## config.mk

```make
export PLATFORM = sky130hd
export DESIGN_NAME = elevator_request_scheduler_flat
export DESIGN_NICKNAME = d
export VERILOG_FILES = /design/src/rtl/elevator_request_scheduler_if.sv /design/src/rtl/elevator_request_scheduler.sv /design/src/flat_wrapper.sv
export SDC_FILE = /design/constraint.sdc
export NUM_CORES = 1
export LEC_CHECK = 0
export ABC_CLOCK_PERIOD_IN_PS = 4800
export CAP_MARGIN = 5
export CORE_ASPECT_RATIO = 0.7
export CORE_MARGIN = 2
export CORE_UTILIZATION = 32
export CTS_BUF_LIST = sky130_fd_sc_hd__clkbuf_4 sky130_fd_sc_hd__clkbuf_8 sky130_fd_sc_hd__clkbuf_16
export CTS_CLUSTER_SIZE = 28
export DETAILED_ROUTE_END_ITERATION = 8
export PLACE_DENSITY_LB_ADDON = 0.08
export SLEW_MARGIN = 10
export SYNTH_ARGS = -nofsm -noshare
export SYNTH_HDL_FRONTEND = slang
export SYNTH_SLANG_ARGS = --single-unit
export TNS_END_PERCENT = 20
```

## constraint.sdc

```tcl
create_clock -name clk -period 4.8 [get_ports clk]
set_clock_uncertainty 0.2 [all_clocks]
set_input_delay 0.96 -clock clk [delete_from_list [all_inputs] [get_ports clk]]
set_output_delay 0.96 -clock clk [all_outputs]
set_load 0.1 [all_outputs]
```

## src/rtl/elevator_request_scheduler_if.sv

```systemverilog
// Call/status bundle between the elevator scheduler and its cab datapath/floor displays.
// master drives the call lines; slave is the scheduler.
interface elevator_request_scheduler_if #(
  parameter int unsigned N_FLOORS = 4,
  parameter int unsigned FLOOR_W  = 2
);
  logic [N_FLOORS-1:0] req;
  logic [FLOOR_W-1:0]  cur_floor;
  logic                moving;
  logic                dir_up;
  logic                door_open;
  logic                arrive;
  logic [N_FLOORS-1:0] pending;

  modport master (
    output req,
    input  cur_floor, moving, dir_up, door_open, arrive, pending
  );

  modport slave (
    input  req,
    output cur_floor, moving, dir_up, door_open, arrive, pending
  );
endinterface

```

## src/rtl/elevator_request_scheduler.sv

```systemverilog
// SCAN cab controller: latches floor calls, times travel and door dwell with one shared
// down-counter, and keeps travelling in the current direction while calls remain ahead.
module elevator_request_scheduler #(
  parameter int unsigned N_FLOORS   = 4,
  parameter int unsigned FLOOR_W    = 2,
  parameter int unsigned TRAVEL_CYC = 8,
  parameter int unsigned DOOR_CYC   = 4
) (
  input  logic                          clk,
  input  logic                          rst_n,
  elevator_request_scheduler_if.slave   bus
);

  localparam int unsigned TMR_MAX = (TRAVEL_CYC > DOOR_CYC) ? TRAVEL_CYC : DOOR_CYC;
  localparam int TMR_W = (TMR_MAX > 1) ? $clog2(TMR_MAX) : 1;
  localparam logic [TMR_W-1:0]   TRAVEL_LOAD = TMR_W'(TRAVEL_CYC - 1);
  localparam logic [TMR_W-1:0]   DOOR_LOAD   = TMR_W'(DOOR_CYC - 1);
  localparam logic [FLOOR_W-1:0] TOP_FLOOR   = FLOOR_W'(N_FLOORS - 1);

  typedef enum logic [1:0] {StIdle, StMoveUp, StMoveDown, StDoorOpen} state_e;

  state_e              state_q;
  logic [FLOOR_W-1:0]  floor_q;
  logic                moving_q;
  logic                dir_up_q;
  logic                door_q;
  logic                arrive_q;
  logic [N_FLOORS-1:0] pending_q;
  logic [TMR_W-1:0]    timer_q;

  logic                above, below, ahead;
  logic [FLOOR_W-1:0]  next_floor;
  logic [N_FLOORS-1:0] cur_mask, next_mask, pend_acc;

  assign bus.cur_floor = floor_q;
  assign bus.moving    = moving_q;
  assign bus.dir_up    = dir_up_q;
  assign bus.door_open = door_q;
  assign bus.arrive    = arrive_q;
  assign bus.pending   = pending_q;

  always_comb begin
    above = 1'b0;
    below = 1'b0;
    for (int j = 0; j < int'(N_FLOORS); j++) begin
      if (pending_q[j] && (j > int'(floor_q))) above = 1'b1;
      if (pending_q[j] && (j < int'(floor_q))) below = 1'b1;
    end
    // Floor reached at the end of the current hop; clamped so the cab never wraps.
    next_floor = floor_q;
    if (state_q == StMoveUp && floor_q != TOP_FLOOR) begin
      next_floor = floor_q + FLOOR_W'(1);
    end else if (state_q == StMoveDown && floor_q != '0) begin
      next_floor = floor_q - FLOOR_W'(1);
    end
    ahead = 1'b0;
    for (int j = 0; j < int'(N_FLOORS); j++) begin
      if (pending_q[j] && (((state_q == StMoveUp) && (j > int'(next_floor))) ||
                           ((state_q == StMoveDown) && (j < int'(next_floor))))) begin
        ahead = 1'b1;
      end
    end
    cur_mask  = N_FLOORS'(1) << floor_q;
    next_mask = N_FLOORS'(1) << next_floor;
    pend_acc  = pending_q | bus.req;
  end

  always_ff @(posedge clk) begin
    if (!rst_n) begin
      state_q   <= StIdle;
      floor_q   <= '0;
      moving_q  <= 1'b0;
      dir_up_q  <= 1'b1;
      door_q    <= 1'b0;
      arrive_q  <= 1'b0;
      pending_q <= '0;
      timer_q   <= '0;
    end else begin
      arrive_q  <= 1'b0;
      pending_q <= pend_acc;
      unique case (state_q)
        StIdle: begin
          if (pending_q[floor_q]) begin
            state_q   <= StDoorOpen;
            door_q    <= 1'b1;
            arrive_q  <= 1'b1;
            timer_q   <= DOOR_LOAD;
            pending_q <= pend_acc & ~cur_mask;
          end else if (|pending_q) begin
            moving_q <= 1'b1;
            timer_q  <= TRAVEL_LOAD;
            if ((dir_up_q && above) || !below) begin
              state_q  <= StMoveUp;
              dir_up_q <= 1'b1;
            end else begin
              state_q  <= StMoveDown;
              dir_up_q <= 1'b0;
            end
          end
        end
        StMoveUp, StMoveDown: begin
          if (timer_q != '0) begin
            timer_q <= timer_q - TMR_W'(1);
          end else begin
            floor_q <= next_floor;
            if (pending_q[next_floor]) begin
              state_q   <= StDoorOpen;
              moving_q  <= 1'b0;
              door_q    <= 1'b1;
              arrive_q  <= 1'b1;
              timer_q   <= DOOR_LOAD;
              pending_q <= pend_acc & ~next_mask;
            end else if (ahead) begin
              timer_q <= TRAVEL_LOAD;
            end else begin
              state_q  <= StIdle;
              moving_q <= 1'b0;
            end
          end
        end
        StDoorOpen: begin
          // A call for the open floor holds the door rather than queueing a revisit.
          pending_q <= pend_acc & ~cur_mask;
          if (bus.req[floor_q]) begin
            timer_q <= DOOR_LOAD;
          end else if (timer_q == '0) begin
            state_q <= StIdle;
            door_q  <= 1'b0;
          end else begin
            timer_q <= timer_q - TMR_W'(1);
          end
        end
        default: state_q <= StIdle;
      endcase
    end
  end

endmodule
```

## src/flat_wrapper.sv

```systemverilog
// flat-port wrapper written by rule: the top's interface ports become plain ports
module elevator_request_scheduler_flat 
#(
  parameter int unsigned N_FLOORS   = 4,
  parameter int unsigned FLOOR_W    = 2,
  parameter int unsigned TRAVEL_CYC = 8,
  parameter int unsigned DOOR_CYC   = 4
)
  (clk, rst_n, bus_req, bus_cur_floor, bus_moving, bus_dir_up, bus_door_open, bus_arrive, bus_pending);
  elevator_request_scheduler_if #(.N_FLOORS(N_FLOORS), .FLOOR_W(FLOOR_W)) bus_i ();
  input  logic clk;
  input  logic rst_n;
  input wire logic [$bits(bus_i.req)-1:0] bus_req;
  output wire logic [$bits(bus_i.cur_floor)-1:0] bus_cur_floor;
  output wire logic [$bits(bus_i.moving)-1:0] bus_moving;
  output wire logic [$bits(bus_i.dir_up)-1:0] bus_dir_up;
  output wire logic [$bits(bus_i.door_open)-1:0] bus_door_open;
  output wire logic [$bits(bus_i.arrive)-1:0] bus_arrive;
  output wire logic [$bits(bus_i.pending)-1:0] bus_pending;
  assign bus_i.req = bus_req;
  assign bus_cur_floor = bus_i.cur_floor;
  assign bus_moving = bus_i.moving;
  assign bus_dir_up = bus_i.dir_up;
  assign bus_door_open = bus_i.door_open;
  assign bus_arrive = bus_i.arrive;
  assign bus_pending = bus_i.pending;
  elevator_request_scheduler #(.N_FLOORS(N_FLOORS), .FLOOR_W(FLOOR_W), .TRAVEL_CYC(TRAVEL_CYC), .DOOR_CYC(DOOR_CYC)) u_core (.clk(clk), .rst_n(rst_n), .bus(bus_i));
endmodule
```

==> Word-level counts from Yosys, hierarchy flattened <==
Cells that the tools add are included.
{ "totals": {"reg_bits": 15, "input_bits": 6, "out_inout_bits": 10, "elab_cells": 141} }
{ "classes": {"n_addsub": 3, "magnitude_cmp": 14, "eq_ne": 15, "shifts": 2, "n_mux": 56, "bitwise_logic": 7, "reduce_logical": 36} }
{ "ops": {"columns": ["op", "count"], "rows": [
  ["$mux W1", 27],
  ["$mux W3", 7],
  ["$mux W2", 10],
  ["$logic_and A1 B1 Y1", 19],
  ["$reduce_and A5 Y1", 3],
  ["$mux W4", 3],
  ["$pmux W4 S3", 1],
  ["$pmux W3 S3", 1],
  ["$and A4 B4 Y4", 2],
  ["$gt A2 B2 Y1 const A", 4],
  ["$lt A1 B2 Y1 const A", 4],
  ["$ne A2 B1 Y1 const B", 4],
  ["$ne A2 B2 Y1 const B", 4],
  ["$not A4 Y4", 2],
  ["$shl A1 B2 Y4 const A", 2],
  ["$bmux W1 S2", 3],
  ["$lt A2 B3 Y1 const B", 2],
  ["$pmux W2 S3", 1],
  ["$reduce_and A3 Y1", 2],
  ["$eq A2 B2 Y1 const B", 2],
  ["$gt A1 B2 Y1 const A", 2],
  ["$lt A2 B2 Y1 const A", 2],
  ["$ne A4 B1 Y1 const B", 1],
  ["$or A4 B4 Y4", 1],
  ["other kinds (19)", 24]
]} }

==> Logic depth before layout (Yosys ltp) <==
Gate-level depths: netlist of run 1.
{ "depth": {"depth_word": 15, "mapped_depth": 11, "depth_no_buf": 9} }

==> Worst setup path before layout of run 1 <==
Ideal clock, no wire load.
{ "synth_path": {"path_type": "register to register", "start": "reg u_core.floor_q[0] (netlist: u_core.bus.cur_floor[0])", "end": "reg u_core.timer_q[1]", "setup_time_ns": 0.072, "t_arrival_ns": 3.570, "required_time_ns": 4.528, "slack_ns": 0.958, "stages_incl_launch_ff": 12, "path_buffers": 2, "synth_period_minus_slack_ns": 3.842, "path_cell_list": "dfxtp_1 > clkbuf_2 > inv_1 > ha_1 > buf_6 > nor3b_2 > a311oi_2 > a211o_2 > mux2_4 > a31oi_2 > a311o_2 > mux2i_1"} }
{ "synth_via": {"elab_chain_len": 13, "elab_cells_between_ends": 45, "classes_between": "add/sub (2); order compare (6); eq/ne (4); mux (17); reduce/logical (16)"} }
{ "synth_rtl": {"columns": ["item", "line", "rtl"], "rows": [
  ["from (decl)", "elevator_request_scheduler.sv:23", "logic [FLOOR_W-1:0] floor_q;"],
  ["from (signal assigned)", "elevator_request_scheduler.sv:105", "floor_q <= next_floor;"],
  ["parallel branches: the longest is 13 deep, another holds $sub A2 B1 Y2", null, null],
  ["to (signal assigned)", "elevator_request_scheduler.sv:103", "timer_q <= timer_q - TMR_W'(1);"],
  ["to (signal assigned)", "elevator_request_scheduler.sv:130", "timer_q <= timer_q - TMR_W'(1);"],
  ["to (decl)", "elevator_request_scheduler.sv:29", "logic [TMR_W-1:0] timer_q;"]
]} }
Parallel ways; which one is timed is not known. The select of a mux whose other input is x is not followed.
A chain may end at the register's enable or synchronous reset.

==> Worst setup path in the final report of run 1 <==
Same ends and word-level chain as after synthesis.

==> flow_summary.json, run 1 <==
{
  "cts_num_sinks": 15,
  "final_core_util_pct": 36.9,
  "wl_per_cell_um": 16.8,
  "final_antenna_net_count": 0,
  "start_util_pct": 32.9,
  "timing.final.crit_share_pct": 74.3,
  "syn_inst": 187,
  "arrival_ns": 3.54,
  "dr.pass1.iters": 4,
  "nFillCells": 484,
  "synth_edf_count": 0,
  "synth-compound-area-share_pct": 31.1,
  "path_max_fanout": 10,
  "drv_slew": 0,
  "synth.top_cell.area_share_pct": 19.3,
  "maxCapViolations": 0,
  "hold_violations": 0,
  "die_y_um": 62.3,
  "cts_tree": "yes",
  "synthMuxAreaShare_pct": 5.15,
  "min_path_type": "reg2reg",
  "grt_pass1_wl_um": 6980,
  "num_io_pins": 16,
  "critPathSlowestCell": "dfxtp_1",
  "numCtsBuffers": 3,
  "synth_nets": 206,
  "via_per_inst": 5.71,
  "synth_cell_types": 58,
  "clk_pin_slew_ns": 0.07,
  "synth_most_common_cell": "nand2_1",
  "die_w_um": 87.3,
  "finalCriticalPeriod_ns": 3.56,
  "antennaDiodeCount": 0,
  "synth-simple-area-share_pct": 22.4,
  "synthAdderAreaFrac_pct": 10.5,
  "cp_slowest_stage_delay_ns": 0.60,
  "area_growth_pct": 12.1,
  "synth_area_leader_cell": "dfxtp_1",
  "first_global_vias": 1310,
  "synth_top_family_by_area": "compound AO/OA/AOI/OAI gates",
  "synth_area_mm2": 0.00156,
  "grt_start_max_net_pins": 17,
  "htree_levels": 1,
  "core_mm2": 0.00473,
  "yosys-top-cells-area": "dfxtp_1, ha_1, nand2_1",
  "critical-path-top-delay-family": "compound AO/OA/AOI/OAI gates",
  "p_leak_nw": 0.659,
  "setup_violations": 0,
  "syn_avg_cell_area_um2": 8.32,
  "grt_use_total_pct": 16.0,
  "rsz0062_at_grt": "no",
  "synthFlopType": "dfxtp_1",
  "nets": 215,
  "status": "completed",
  "cp.required_ns": 4.78,
  "slew_headroom_pct": 34.3,
  "crit_path_start_kind": "register",
  "cts_root_buf": "clkbuf_8",
  "powerDensity_mw_per_mm2": 722,
  "dpl.hpwl_um": 3190,
  "drc": 0,
  "layout-drive-gt1-share_pct": 11.8,
  "yosysWarnings": 0,
  "vdd_drop_max_mv": 0.262,
  "post_cts_buffers": 0,
  "synthTopCellsByCount": "nand2_1, dfxtp_1, ha_1, inv_1, o21ai_0",
  "path_cells": "inv_1, ha_1, nor3b_2, a311oi_2, a211o_2, mux2_4, a31oi_2, a311o_2, mux2i_1",
  "tightest_slew_ns": 0.983,
  "drt_iter0_drc": 123,
  "async_reset_ff_share_pct": 0,
  "clkLatencyLatePin_ns": 0.25,
  "via_count": 1440,
  "fmax_mhz": 281,
  "cp_num_buf_inv": 1,
  "ys_seq_elements": 15,
  "portBuffers": 15,
  "synth-seq-area-share_pct": 19.3,
  "rows": 21,
  "clockBufferDepth": 2,
  "die_area_mm2": 0.00544,
  "routed_wl_um": 4220,
  "synthXorXnorAreaFrac_pct": 3.46,
  "antenna_found_initial": 0,
  "critPathCaptureType": "register",
  "tns_ns": 0,
  "cts_hold_buffers": 0,
  "overflow": 0,
  "gp_congestion": 0.846,
  "post_cts_resized": 0,
  "crit_type": "reg2reg"
}
==> cells by family after synthesis <==
| group | count (synthesis) |
|---|---|
| adder cells (fa/ha/maj) | 13 |
| flip-flops | 15 |
| buffers and inverters | 23 |
| multiplexers | 5 |
| AO/OA/AOI/OAI | 63 |
| XOR/XNOR | 4 |
| AND/OR/NAND/NOR | 64 |
==> cell usage in the layout, fill, tap and decap left out, drive strengths merged, types with 6 or more instances in the layout <==
cell,n
ha,13
nand4,7
nand2,20
a21oi,10
clkdlybuf4s50,15
o21ai,12
dfxtp,15
nand2b,6
inv,12
nor2,9
==> power by group <==
group          leakage [nW]  internal (mW)  switching [mW]
registers             0.124          0.170          0.0685
clock network        0.0262         0.0644          0.0456
logic                 0.508          0.324           0.586
==> sequential cells by signal, summed over array words and instances, names as in the netlist <==
| register | flops |
|---|---|
| u_core.bus.door_open | 1 |
| u_core.bus.moving | 1 |
| u_core.timer_q | 3 |
| u_core.bus.cur_floor | 2 |
| u_core.bus.arrive | 1 |
| u_core.state_q | 2 |
| u_core.bus.dir_up | 1 |
| u_core.bus.pending | 4 |
==> through the flow <==
step	total power [mW]	hold WS (ns)	worst slack (ns)	cell area (um2)	instances
finish	1.26	0.264	1.24	1740	252
global route	1.35	0.292	1.09	1740	252
CTS	1.25	0.269	1.28	1740	252
detailed placement	1.14	0.260	1.29	1700	248
global placement	1.15	0.251	1.42	1700	248
floorplan	0.981	0.238	0.958	1560	187
==> tightest hold or removal path: stages, from the launching register on <==
cell	delay, ns
dfxtp_1	0.31
o41ai_1	0.05
a21oi_1	0.05
==> layer usage <==
metal / GRT usage, % / vias to the layer above / share of wire [%]
li1: - / 713 / -
met1: 25.8 / 684 / 55
met2: 21.4 / 43 / 40
met3: 3.99 / 0 / 4.9
met4: 2.50 / 0 / 0
met5: 0 / - / 0
==> layout make-up <==
| cell class | instances | area [um2] | share of cell area [%] |
|---|---|---|---|
| flip-flops and latches | 15 | 300 | 17.2 |
| multi-input cells | 149 | 1130 | 64.7 |
| repair buffers | 15 | 150 | 8.61 |
| clock buffers | 4 | 48.8 | 2.80 |
| inverters | 12 | 45.0 | 2.58 |
| well taps | 57 | 71.3 | 4.09 |
==> worst paths after layout <==
path,startpoint,cells after the start,slack [ns],endpoint
worst max register to register,u_core.bus.cur_floor[0]$_SDFFE_PN0P_,9,1.24,u_core.timer_q[1]$_SDFFE_PN0P_
worst min register to register,u_core.bus.door_open$_SDFFE_PN0P_,2,0.26,u_core.bus.door_open$_SDFFE_PN0P_
worst min-delay path,u_core.bus.door_open$_SDFFE_PN0P_,2,0.26,u_core.bus.door_open$_SDFFE_PN0P_
worst max-delay path,u_core.bus.cur_floor[0]$_SDFFE_PN0P_,9,1.24,u_core.timer_q[1]$_SDFFE_PN0P_
Power figures use the tool's default switching activity.
==> run 2, diff against run 1 <==
--- a/config.mk
+++ b/config.mk
@@ -5,7 +5,7 @@
 export SDC_FILE = /design/constraint.sdc
 export NUM_CORES = 1
 export LEC_CHECK = 0
-export ABC_CLOCK_PERIOD_IN_PS = 4800
+export ABC_CLOCK_PERIOD_IN_PS = 3450
 export CAP_MARGIN = 5
 export CORE_ASPECT_RATIO = 0.7
 export CORE_MARGIN = 2
==> constraint.sdc (replaced) <==
create_clock -name clk -period 3.45 [get_ports clk]
set_clock_uncertainty 0.2 [all_clocks]
set_input_delay 0.69 -clock clk [delete_from_list [all_inputs] [get_ports clk]]
set_output_delay 0.69 -clock clk [all_outputs]
set_load 0.1 [all_outputs]
==> flow_summary.json, run 2 (synthesis gave the netlist of run 1 again) <==
{
  "status": "completed",
  "final_core_util_pct": 36.9,
  "critPathSlowestCell": "ha_1",
  "cts_hold_buffers": 0,
  "num_io_pins": 16,
  "cts_tree": "yes",
  "gp_congestion": 0.835,
  "antenna_found_initial": 0,
  "powerDensity_mw_per_mm2": 1010,
  "wl_per_cell_um": 17.4,
  "vdd_drop_max_mv": 0.273,
  "dpl.hpwl_um": 3330,
  "path_max_fanout": 9,
  "via_per_inst": 5.83,
  "die_w_um": 87.3,
  "via_count": 1487,
  "drt_iter0_drc": 152,
  "post_cts_resized": 0,
  "grtUsageMet1_pct": 26.8,
  "nets": 218,
  "numCtsBuffers": 3,
  "grt_use_total_pct": 17.0,
  "cp.required_ns": 3.42,
  "antennaDiodeCount": 0,
  "crit_path_start_kind": "register",
  "cp_slowest_stage_delay_ns": 0.43,
  "switchingPower_mw": 0.996,
  "grt_pass1_wl_um": 7200,
  "clkLatencyLatePin_ns": 0.25,
  "internal_power_mw": 0.777,
  "dr.pass1.iters": 4,
  "pre_cts_ws_ns": 0.349,
  "largest_register_ffs": 4,
  "clkPwrFrac_pct": 8.6,
  "grt_start_max_net_pins": 17,
  "cts_root_buf": "clkbuf_8",
  "hold_violations": 0,
  "portBuffers": 15,
  "cp_num_buf_inv": 1,
  "top_usage_layer": "met1",
  "drc": 0,
  "htree_levels": 1,
  "final_common_cell": "nand2_1",
  "post_cts_buffers": 0,
  "grtUsageMet3_pct": 4.12,
  "fmax_mhz": 318,
  "first_global_vias": 1326,
  "worst_slack_ns": 0.304,
  "drv_slew": 0,
  "area_growth_pct": 12.3,
  "p_leak_nw": 0.689,
  "met2_usage_pct": 23.1,
  "tns_ns": 0,
  "routed_wl_um": 4430,
  "min_path_type": "reg2reg",
  "tightest_slew_ns": 0.786,
  "rsz0062_at_grt": "no",
  "critical-path-top-delay-family": "compound AO/OA/AOI/OAI gates",
  "arrival_ns": 3.12,
  "final_antenna_net_count": 0,
  "rows": 21,
  "clockBufferDepth": 2,
  "overflow": 0,
  "p_seq_share_pct": 17.8,
  "cts_num_sinks": 15,
  "dp.cells": 251,
  "layout-drive-gt1-share_pct": 19.2,
  "path_cells": "inv_1, ha_1, nor3b_2, a311oi_2, a211o_2, mux2_4, a31oi_2, a311o_2, mux2i_1",
  "start_util_pct": 32.9,
  "hold_ws_ns": 0.279,
  "nFillCells": 482,
  "core_mm2": 0.00473,
  "critPathCaptureType": "register",
  "final_cell_mix": "nand2_1, ha_1, buf_4, dfxtp_1",
  "slew_headroom_pct": 47.1,
  "setup_violations": 0,
  "netSwitchingFraction_pct": 56.2,
  "crit_type": "reg2reg",
  "final_cells": 255,
  "die_area_mm2": 0.00544,
  "timing.final.crit_share_pct": 91.2,
  "die_y_um": 62.3,
  "comb_power_share_pct": 73.6,
  "maxCapViolations": 0,
  "finalCriticalPeriod_ns": 3.15,
  "clk_pin_slew_ns": 0.06
}
## run 2: changes by cell type in the layout (fill, tap and decap cells not counted)
cell,change
dfxtp_2,+1
dfxtp_1,-2
buf_4,+13
clkdlybuf4s50_1,-10
dfxtp_4,+1
## run 2: per-stage QoR
step	cell area, um2	power (mW)
6_report	1750	1.77
5_1_grt	1750	1.89
4_1_cts	1750	1.77
3_5_place_dp	1700	1.60
3_3_place_gp	1700	1.60
2_1_floorplan	1560	1.37
## run 2: layer usage
metal | vias up | share of wire (%)
met3 | 4 | 5.9
met2 | 68 | 42
met1 | 703 | 51
li1 | 712 | -
met5 | - | 0
met4 | 0 | 0.81
## run 2: tightest hold or removal path: stages, from the launching register on
cell	delay (ns)
dfxtp_1	0.31
nand2_1	0.05
o32ai_1	0.07
## run 2: power groups by stage
stage / Clock [mW] / Combinational (mW) / Sequential [mW]
finish: 0.153 / 1.30 / 0.316
global route: 0.166 / 1.40 / 0.328
CTS: 0.161 / 1.29 / 0.315
detailed placement: 0 / 1.28 / 0.319
global placement: 0 / 1.28 / 0.316
floorplan: 0 / 0.826 / 0.540
## run 2: final timing paths
| kind | depth (start not counted) | endpoint | start | slack [ns] |
|---|---|---|---|---|
| hold / removal | 2 | u_core.bus.moving$_SDFFE_PN0P_ | u_core.bus.moving$_SDFFE_PN0P_ | 0.28 |
| hold reg to reg | 2 | u_core.bus.moving$_SDFFE_PN0P_ | u_core.bus.moving$_SDFFE_PN0P_ | 0.28 |
| setup reg to reg | 9 | u_core.timer_q[1]$_SDFFE_PN0P_ | u_core.bus.cur_floor[1]$_SDFFE_PN0P_ | 0.30 |
| setup / recovery | 9 | u_core.timer_q[1]$_SDFFE_PN0P_ | u_core.bus.cur_floor[1]$_SDFFE_PN0P_ | 0.30 |
## run 2: final cells by class
type                    count  area (um2)  share of cell area (%)
multi-input cells         149        1130                    64.6
flip-flops and latches     15         305                    17.5
repair buffers             18         148                    8.45
well taps                  57        71.3                    4.08
clock buffers               4        48.8                    2.79
inverters                  12        45.0                    2.58
